[src/rtl/lms_error_engine_if.sv]
// LMS error engine bus: sample input, result strobe and
// per-tap weight-update request/write-back channel.
interface lms_error_engine_if #(
  parameter int TAPS = 8,
  parameter int DW   = 16
);
  localparam int KW = (TAPS > 1) ? $clog2(TAPS) : 1;

  logic signed [DW-1:0] x_in;
  logic signed [DW-1:0] d_in;
  logic                 in_valid;
  logic                 in_ready;
  logic signed [DW-1:0] y_out;
  logic signed [DW-1:0] e_out;
  logic                 out_valid;
  logic                 upd_valid;
  logic                 upd_ready;
  logic [KW-1:0]        upd_idx;
  logic signed [DW-1:0] upd_x;
  logic signed [DW-1:0] upd_e;
  logic signed [DW-1:0] upd_w;
  logic                 wb_valid;
  logic signed [DW-1:0] wb_data;

  modport master (
    input  x_in, d_in, in_valid,
    input  upd_ready, wb_valid, wb_data,
    output in_ready, y_out, e_out, out_valid,
    output upd_valid, upd_idx, upd_x, upd_e, upd_w
  );

  modport slave (
    output x_in, d_in, in_valid,
    output upd_ready, wb_valid, wb_data,
    input  in_ready, y_out, e_out, out_valid,
    input  upd_valid, upd_idx, upd_x, upd_e, upd_w
  );
endinterface

[src/rtl/lms_error_engine.sv]
// Serial LMS filter/error engine: one MAC per cycle, then a
// per-tap weight-update handshake with the adaptation side.
module lms_error_engine #(
  parameter int TAPS = 8,
  parameter int DW   = 16
) (
  input  logic clk,
  input  logic reset,
  input  logic en,
  lms_error_engine_if.master bus
);
  localparam int KW = (TAPS > 1) ? $clog2(TAPS) : 1;
  localparam int PW = 2 * DW;
  localparam int AW = PW + KW;
  localparam logic [KW-1:0] KMAX = KW'(TAPS - 1);
  localparam logic signed [DW-1:0] SMAX = {1'b0, {(DW-1){1'b1}}};
  localparam logic signed [DW-1:0] SMIN = {1'b1, {(DW-1){1'b0}}};

  typedef enum logic [2:0] {
    IDLE, SHIFT, MAC, ERR, UPD_REQ, UPD_WAIT
  } state_t;

  state_t state;

  logic signed [DW-1:0] x [TAPS];
  logic signed [DW-1:0] w [TAPS];
  logic signed [DW-1:0] x_new;
  logic signed [DW-1:0] d_q;
  logic signed [AW-1:0] acc;
  logic [KW-1:0]        k;
  logic [KW-1:0]        kn;
  logic                 ov_q;

  logic signed [PW-1:0] prod;
  logic signed [AW-1:0] sh;
  logic                 y_fit;
  logic signed [DW-1:0] y_sat;
  logic signed [DW:0]   diff;
  logic signed [DW-1:0] e_sat;

  assign kn    = k + KW'(1);
  assign prod  = PW'(w[k]) * PW'(x[k]);
  assign sh    = acc >>> (DW - 1);
  assign y_fit = (&sh[AW-1:DW-1]) | ~(|sh[AW-1:DW-1]);
  assign y_sat = y_fit ? sh[DW-1:0] : (sh[AW-1] ? SMIN : SMAX);
  assign diff  = {d_q[DW-1], d_q} - {y_sat[DW-1], y_sat};
  assign e_sat = (diff[DW] == diff[DW-1]) ? diff[DW-1:0]
               : (diff[DW] ? SMIN : SMAX);

  assign bus.in_ready  = en && (state == IDLE);
  assign bus.out_valid = ov_q && en;

  always_ff @(posedge clk or negedge reset) begin
    if (!reset) begin
      state         <= IDLE;
      x_new         <= '0;
      d_q           <= '0;
      acc           <= '0;
      k             <= '0;
      ov_q          <= 1'b0;
      bus.y_out     <= '0;
      bus.e_out     <= '0;
      bus.upd_valid <= 1'b0;
      bus.upd_idx   <= '0;
      bus.upd_x     <= '0;
      bus.upd_e     <= '0;
      bus.upd_w     <= '0;
      for (int i = 0; i < TAPS; i++) begin
        x[i] <= '0;
        w[i] <= '0;
      end
    end else begin
      // the result strobe never survives past one clock
      ov_q <= 1'b0;
      if (en) begin
        unique case (state)
          IDLE: begin
            if (bus.in_valid) begin
              x_new <= bus.x_in;
              d_q   <= bus.d_in;
              state <= SHIFT;
            end
          end
          SHIFT: begin
            x[0] <= x_new;
            for (int i = 1; i < TAPS; i++) x[i] <= x[i-1];
            acc   <= '0;
            k     <= '0;
            state <= MAC;
          end
          MAC: begin
            acc <= acc + AW'(prod);
            if (k == KMAX) state <= ERR;
            else           k     <= kn;
          end
          ERR: begin
            bus.y_out     <= y_sat;
            bus.e_out     <= e_sat;
            ov_q          <= 1'b1;
            k             <= '0;
            bus.upd_valid <= 1'b1;
            bus.upd_idx   <= '0;
            bus.upd_x     <= x[0];
            bus.upd_e     <= e_sat;
            bus.upd_w     <= w[0];
            state         <= UPD_REQ;
          end
          UPD_REQ: begin
            if (bus.upd_ready) begin
              bus.upd_valid <= 1'b0;
              state         <= UPD_WAIT;
            end
          end
          UPD_WAIT: begin
            if (bus.wb_valid) begin
              w[k] <= bus.wb_data;
              if (k == KMAX) begin
                state <= IDLE;
              end else begin
                k             <= kn;
                bus.upd_valid <= 1'b1;
                bus.upd_idx   <= kn;
                bus.upd_x     <= x[kn];
                bus.upd_w     <= w[kn];
                state         <= UPD_REQ;
              end
            end
          end
          default: state <= IDLE;
        endcase
      end
    end
  end
endmodule

[src/flat_wrapper.sv]
// flat-port wrapper written by rule: the top's interface ports become plain ports
module lms_error_engine_flat 
#(
  parameter int TAPS = 8,
  parameter int DW   = 16
)
  (clk, reset, en, bus_x_in, bus_d_in, bus_in_valid, bus_upd_ready, bus_wb_valid, bus_wb_data, bus_in_ready, bus_y_out, bus_e_out, bus_out_valid, bus_upd_valid, bus_upd_idx, bus_upd_x, bus_upd_e, bus_upd_w);
  lms_error_engine_if #(.TAPS(TAPS), .DW(DW)) bus_i ();
  input  logic clk;
  input  logic reset;
  input  logic en;
  input wire logic [$bits(bus_i.x_in)-1:0] bus_x_in;
  input wire logic [$bits(bus_i.d_in)-1:0] bus_d_in;
  input wire logic [$bits(bus_i.in_valid)-1:0] bus_in_valid;
  input wire logic [$bits(bus_i.upd_ready)-1:0] bus_upd_ready;
  input wire logic [$bits(bus_i.wb_valid)-1:0] bus_wb_valid;
  input wire logic [$bits(bus_i.wb_data)-1:0] bus_wb_data;
  output wire logic [$bits(bus_i.in_ready)-1:0] bus_in_ready;
  output wire logic [$bits(bus_i.y_out)-1:0] bus_y_out;
  output wire logic [$bits(bus_i.e_out)-1:0] bus_e_out;
  output wire logic [$bits(bus_i.out_valid)-1:0] bus_out_valid;
  output wire logic [$bits(bus_i.upd_valid)-1:0] bus_upd_valid;
  output wire logic [$bits(bus_i.upd_idx)-1:0] bus_upd_idx;
  output wire logic [$bits(bus_i.upd_x)-1:0] bus_upd_x;
  output wire logic [$bits(bus_i.upd_e)-1:0] bus_upd_e;
  output wire logic [$bits(bus_i.upd_w)-1:0] bus_upd_w;
  assign bus_i.x_in = bus_x_in;
  assign bus_i.d_in = bus_d_in;
  assign bus_i.in_valid = bus_in_valid;
  assign bus_i.upd_ready = bus_upd_ready;
  assign bus_i.wb_valid = bus_wb_valid;
  assign bus_i.wb_data = bus_wb_data;
  assign bus_in_ready = bus_i.in_ready;
  assign bus_y_out = bus_i.y_out;
  assign bus_e_out = bus_i.e_out;
  assign bus_out_valid = bus_i.out_valid;
  assign bus_upd_valid = bus_i.upd_valid;
  assign bus_upd_idx = bus_i.upd_idx;
  assign bus_upd_x = bus_i.upd_x;
  assign bus_upd_e = bus_i.upd_e;
  assign bus_upd_w = bus_i.upd_w;
  lms_error_engine #(.TAPS(TAPS), .DW(DW)) u_core (.clk(clk), .reset(reset), .en(en), .bus(bus_i));
endmodule
[config.mk]
export PLATFORM = sky130hd
export DESIGN_NAME = lms_error_engine_flat
export DESIGN_NICKNAME = d
export VERILOG_FILES = /design/src/rtl/lms_error_engine_if.sv /design/src/rtl/lms_error_engine.sv /design/src/flat_wrapper.sv
export SDC_FILE = /design/constraint.sdc
export NUM_CORES = 2
export LEC_CHECK = 0
export CAP_MARGIN = 10
export CORE_AREA = 2 2 240 242
export CTS_CLUSTER_DIAMETER = 80
export DETAILED_ROUTE_END_ITERATION = 6
export DIE_AREA = 0 0 242 244
export PLACE_DENSITY = 0.69
export SKIP_LAST_GASP = 1
export SLEW_MARGIN = 20
export SYNTH_ARGS = -nofsm -noshare
export SYNTH_HDL_FRONTEND = slang
export SYNTH_SLANG_ARGS = --single-unit
[constraint.sdc]
create_clock -name clk -period 16.3 [get_ports clk]
set_input_delay 2.445 -clock clk [delete_from_list [all_inputs] [get_ports clk]]
set_output_delay 2.445 -clock clk [all_outputs]
set_load 0.01 [all_outputs]
==> impl_metrics.prom <==
# TYPE chip_impl_metric gauge
chip_impl_metric{name="globalRouteOverflowTotal",unit=""} 0
chip_impl_metric{name="number_of_global_route_vias_before_repair",unit=""} 23300
chip_impl_metric{name="route.detailed.wl_per_inst",unit="um"} 22.0
chip_impl_metric{name="vias",unit=""} 21900
chip_impl_metric{name="nNetsFinal",unit=""} 3349
chip_impl_metric{name="required",unit="ns"} 16.74
chip_impl_metric{name="post_cts_hold_buffer_count",unit=""} 0
chip_impl_metric{name="clkSlewWorstSetupHoldPaths",unit="ns"} 0.06
chip_impl_metric{name="slowest_delay",unit="ns"} 0.90
chip_impl_info{name="timing.critical_path.slowest_stage_cell",value="fa_1"} 1
chip_impl_metric{name="dp.cells",unit=""} 3571
chip_impl_metric{name="cts.sink_count",unit=""} 398
chip_impl_metric{name="detail_route.iter0.violations",unit=""} 1705
chip_impl_metric{name="cp_data_arrival_time",unit="ns"} 10.23
chip_impl_info{name="timing_worst_setup_path_type",value="reg2reg"} 1
chip_impl_metric{name="globalplace.congestion",unit=""} 0.904
chip_impl_info{name="clk_root_buffer_cell",value="clkbuf_16"} 1
chip_impl_metric{name="yosysWarningCount",unit=""} 0
chip_impl_info{name="layout.cells.most_common",value="dfrtp_1"} 1
chip_impl_info{name="cpLargestDelayFamily",value="adder cells"} 1
chip_impl_metric{name="place_area",unit="um^2"} 32800
chip_impl_metric{name="areaGrowthSynthToFinish",unit="%"} 11.7
chip_impl_metric{name="critical_path_buffer_and_inverter_count",unit=""} 5
chip_impl_info{name="leading_cell_types_in_the_layout_fill_and_taps_excluded",value="dfrtp_1 (397), inv_1 (375), fa_1 (311)"} 1
chip_impl_metric{name="min_period_over_period",unit=""} 0.601
chip_impl_metric{name="totalNegativeSetupSlack",unit="ns"} 0
chip_impl_metric{name="synth.ff_latch_count",unit=""} 398
chip_impl_metric{name="edff_count_synth",unit=""} 0
chip_impl_metric{name="die_w",unit="um"} 242
chip_impl_metric{name="timing_max_transition_violations_final",unit=""} 0
chip_impl_metric{name="antenna_found_initial",unit=""} 1
chip_impl_metric{name="maxClockFrequency",unit="MHz"} 102
chip_impl_metric{name="core_rows",unit=""} 87
chip_impl_metric{name="drc",unit=""} 0
chip_impl_metric{name="worst_ir_drop_vdd",unit="mV"} 0.133
chip_impl_metric{name="min_period",unit="ns"} 9.79
chip_impl_info{name="path_cells",value="inv_1, nor3_2, buf_4, a22oi_1, nand4_1, nand2_1, fa_1, inv_1, fa_1, fa_1, fa_1, fa_1, inv_1, fa_1, inv_1, ha_1, a21o_1, a31o_2, a211oi_1, o21ai_1, a221oi_2, o21ai_0, a211o_1, a32o_1"} 1
chip_impl_metric{name="cts_setup_buffers",unit=""} 0
chip_impl_metric{name="synth-seq-area-share",unit=""} 0.324
chip_impl_metric{name="grt_first_pass_wirelength",unit="um"} 130000
chip_impl_metric{name="routed_wl",unit="um"} 80400
chip_impl_metric{name="clock_latency_on_the_worst_skew_pair",unit="ns"} 0.60
chip_impl_metric{name="power_density_cells",unit="nW/um^2"} 128
chip_impl_metric{name="buffer_ports.inserted",unit=""} 139
chip_impl_info{name="end_kind",value="register"} 1
chip_impl_metric{name="pin_count",unit=""} 140
chip_impl_metric{name="antennaDiodeCount",unit=""} 0
chip_impl_metric{name="hold_violations",unit=""} 0
chip_impl_metric{name="ant_nets",unit=""} 0
chip_impl_metric{name="grtUsageTotal",unit=""} 0.281
chip_impl_metric{name="synthesis.instances",unit=""} 2802
chip_impl_metric{name="worst_pin_slew",unit="ns"} 1.20
chip_impl_metric{name="drive_above_1_share",unit=""} 0.175
chip_impl_metric{name="totalPowerFinal",unit="W"} 0.00438
chip_impl_metric{name="layout.cells.non_filler",unit=""} 3649
chip_impl_metric{name="cts_buffer_depth",unit=""} 3
chip_impl_metric{name="maximum_number_of_pins_on_one_net_before_global_route_repair",unit=""} 119
chip_impl_metric{name="dr.pass1.iters",unit=""} 6
chip_impl_metric{name="finClkSkew",unit="ns"} 0.0611
chip_impl_metric{name="fin_area",unit="um^2"} 34300
chip_impl_info{name="cts_tree",value="done"} 1
chip_impl_metric{name="worst_slew_margin_rel",unit=""} 0.195
chip_impl_info{name="timing.critical_path.mode_cell",value="fa_1"} 1
chip_impl_metric{name="placeableCoreArea",unit="um^2"} 56200
chip_impl_info{name="dominantRegCellSynth",value="dfrtp_1"} 1
chip_impl_metric{name="critical_path_peak_fanout",unit=""} 21
chip_impl_metric{name="async_reset_ff_frac",unit=""} 1.00
chip_impl_metric{name="synth.cell_area",unit="um^2"} 30700
chip_impl_metric{name="cts-htree-levels",unit=""} 2
chip_impl_metric{name="die_area",unit="um^2"} 59000
chip_impl_metric{name="total_cts_buffers",unit=""} 44
chip_impl_info{name="worst_hold_path_type",value="reg2reg"} 1
chip_impl_metric{name="ys_types",unit=""} 74
chip_impl_metric{name="dp.final_hpwl",unit="um"} 58100
chip_impl_metric{name="power_leakage",unit="nW"} 16.4
chip_impl_metric{name="avgViaCountPerCell",unit=""} 6.01
chip_impl_metric{name="ctsResizeCount",unit=""} 0
chip_impl_metric{name="synthesis.nets",unit=""} 3289
chip_impl_metric{name="max_cap_violations",unit=""} 0
chip_impl_metric{name="initial_utilization",unit=""} 0.547
chip_impl_info{name="critical_path_startpoint_category",value="register"} 1
chip_impl_metric{name="finalSetupViolCount",unit=""} 0
chip_impl_metric{name="synthesis.area_per_instance",unit="um^2"} 11.0
chip_impl_info{name="status",value="finished clean"} 1
chip_impl_metric{name="worst-r2r-setup-slack",unit="ns"} 6.51
chip_impl_metric{name="height_of_the_die",unit="um"} 244
chip_impl_info{name="setup_repair_after_global_routing_missed_its_margin",value="false"} 1
## tightest hold or removal path, delay by kind of cell, from the launching register on
family | cells | cell delay (ns)
flops | 1 | 0.34
compound gates | 1 | 0.06
simple gates | 1 | 0.04
## cells in the mapped netlist (18+ instances only)
| cell | count | area (um^2) |
|---|---|---|
| a21oi_1 | 49 | 245 |
| a22oi_1 | 119 | 893 |
| and4_1 | 22 | 193 |
| buf_1 | 18 | 67.6 |
| buf_2 | 27 | 135 |
| clkbuf_1 | 103 | 387 |
| dfrtp_1 | 398 | 9960 |
| fa_1 | 311 | 6230 |
| ha_1 | 122 | 1530 |
| inv_1 | 375 | 1410 |
| mux2_2 | 290 | 3270 |
| mux2i_1 | 37 | 370 |
| mux4_2 | 64 | 1440 |
| nand2_1 | 258 | 968 |
| nand4_1 | 24 | 150 |
| nor2_1 | 169 | 634 |
| o21ai_0 | 137 | 686 |
| xnor2_1 | 22 | 193 |
| xor2_1 | 22 | 193 |
## final timing paths
check / startpoint / end / cells after the start
worst max-delay path: u_core.k[1]$_DFFE_PN0P_ / u_core.acc[34]$_DFFE_PN0P_ / 24
worst min-delay path: u_core.bus.upd_x[7]$_DFFE_PN0P_ / u_core.bus.upd_x[7]$_DFFE_PN0P_ / 2
worst max register to register: u_core.k[1]$_DFFE_PN0P_ / u_core.acc[34]$_DFFE_PN0P_ / 24
worst min register to register: u_core.bus.upd_x[7]$_DFFE_PN0P_ / u_core.bus.upd_x[7]$_DFFE_PN0P_ / 2
max in group asynchronous: reset / u_core.bus.upd_w[9]$_DFFE_PN0P_ / 3
min in group asynchronous: reset / u_core.x_new[0]$_DFFE_PN0P_ / 1
## logic make-up (layout without fill, tap and decap cells)
kind of cell / after synthesis / in the layout / synth area share
adder cells (fa/ha/maj): 433 / 433 / 0.252
flip-flops: 398 / 398 / 0.324
XOR/XNOR: 44 / 44 / 0.0125
multiplexers: 391 / 391 / 0.165
AND/OR/NAND/NOR: 581 / 581 / 0.0866
buffers and inverters: 542 / 633 / 0.0697
AO/OA/AOI/OAI: 413 / 413 / 0.0892
## metrics by stage
| stage | util | setup WS, ns | hold WS [ns] |
|---|---|---|---|
| CTS | 0.610 | 6.59 | 0.484 |
| global route | 0.611 | 6.10 | 0.507 |
| global placement | 0.583 | 6.85 | 0.461 |
| detailed placement | 0.583 | 6.68 | 0.469 |
| floorplan | - | 8.69 | 0.445 |
| finish | 0.611 | 6.51 | 0.479 |
## routing by layer
| layer | GRT usage | share of wire |
|---|---|---|
| met1 | 0.389 | 0.43 |
| met2 | 0.455 | 0.47 |
| met3 | 0.0510 | 0.071 |
| met4 | 0.0841 | 0.030 |
| met5 | 0 | 0.00014 |
## state kept, by name (all words and copies together), names as in the netlist
name and cells:
u_core.k 3, u_core.w 128, u_core.bus.upd_e 16, u_core.x 128, u_core.bus.upd_idx 3, u_core.bus.upd_valid 1
u_core.bus.y_out 16, u_core.acc 35, u_core.bus.upd_x 16, u_core.state 3, u_core.bus.upd_w 16, u_core.x_new 16
u_core.d_q 16, u_core.ov_q 1
## layout make-up
| type | instances | area, um^2 |
|---|---|---|
| flip-flops and latches | 398 | 9960 |
| repair buffers | 180 | 1720 |
| clock inverters | 17 | 278 |
| clock buffers | 60 | 1240 |
| well taps | 756 | 946 |
| inverters | 376 | 1410 |
| multi-input cells | 1862 | 18700 |
| fillers | 4610 | 21900 |
## where the power goes
part	total, W	internal [W]	switching [W]
registers	0.00137	0.00116	0.000211
logic	0.00196	0.000816	0.00114
clock network	0.00105	0.000629	0.000422
No activity file was read; power rests on OpenSTA's default activity.
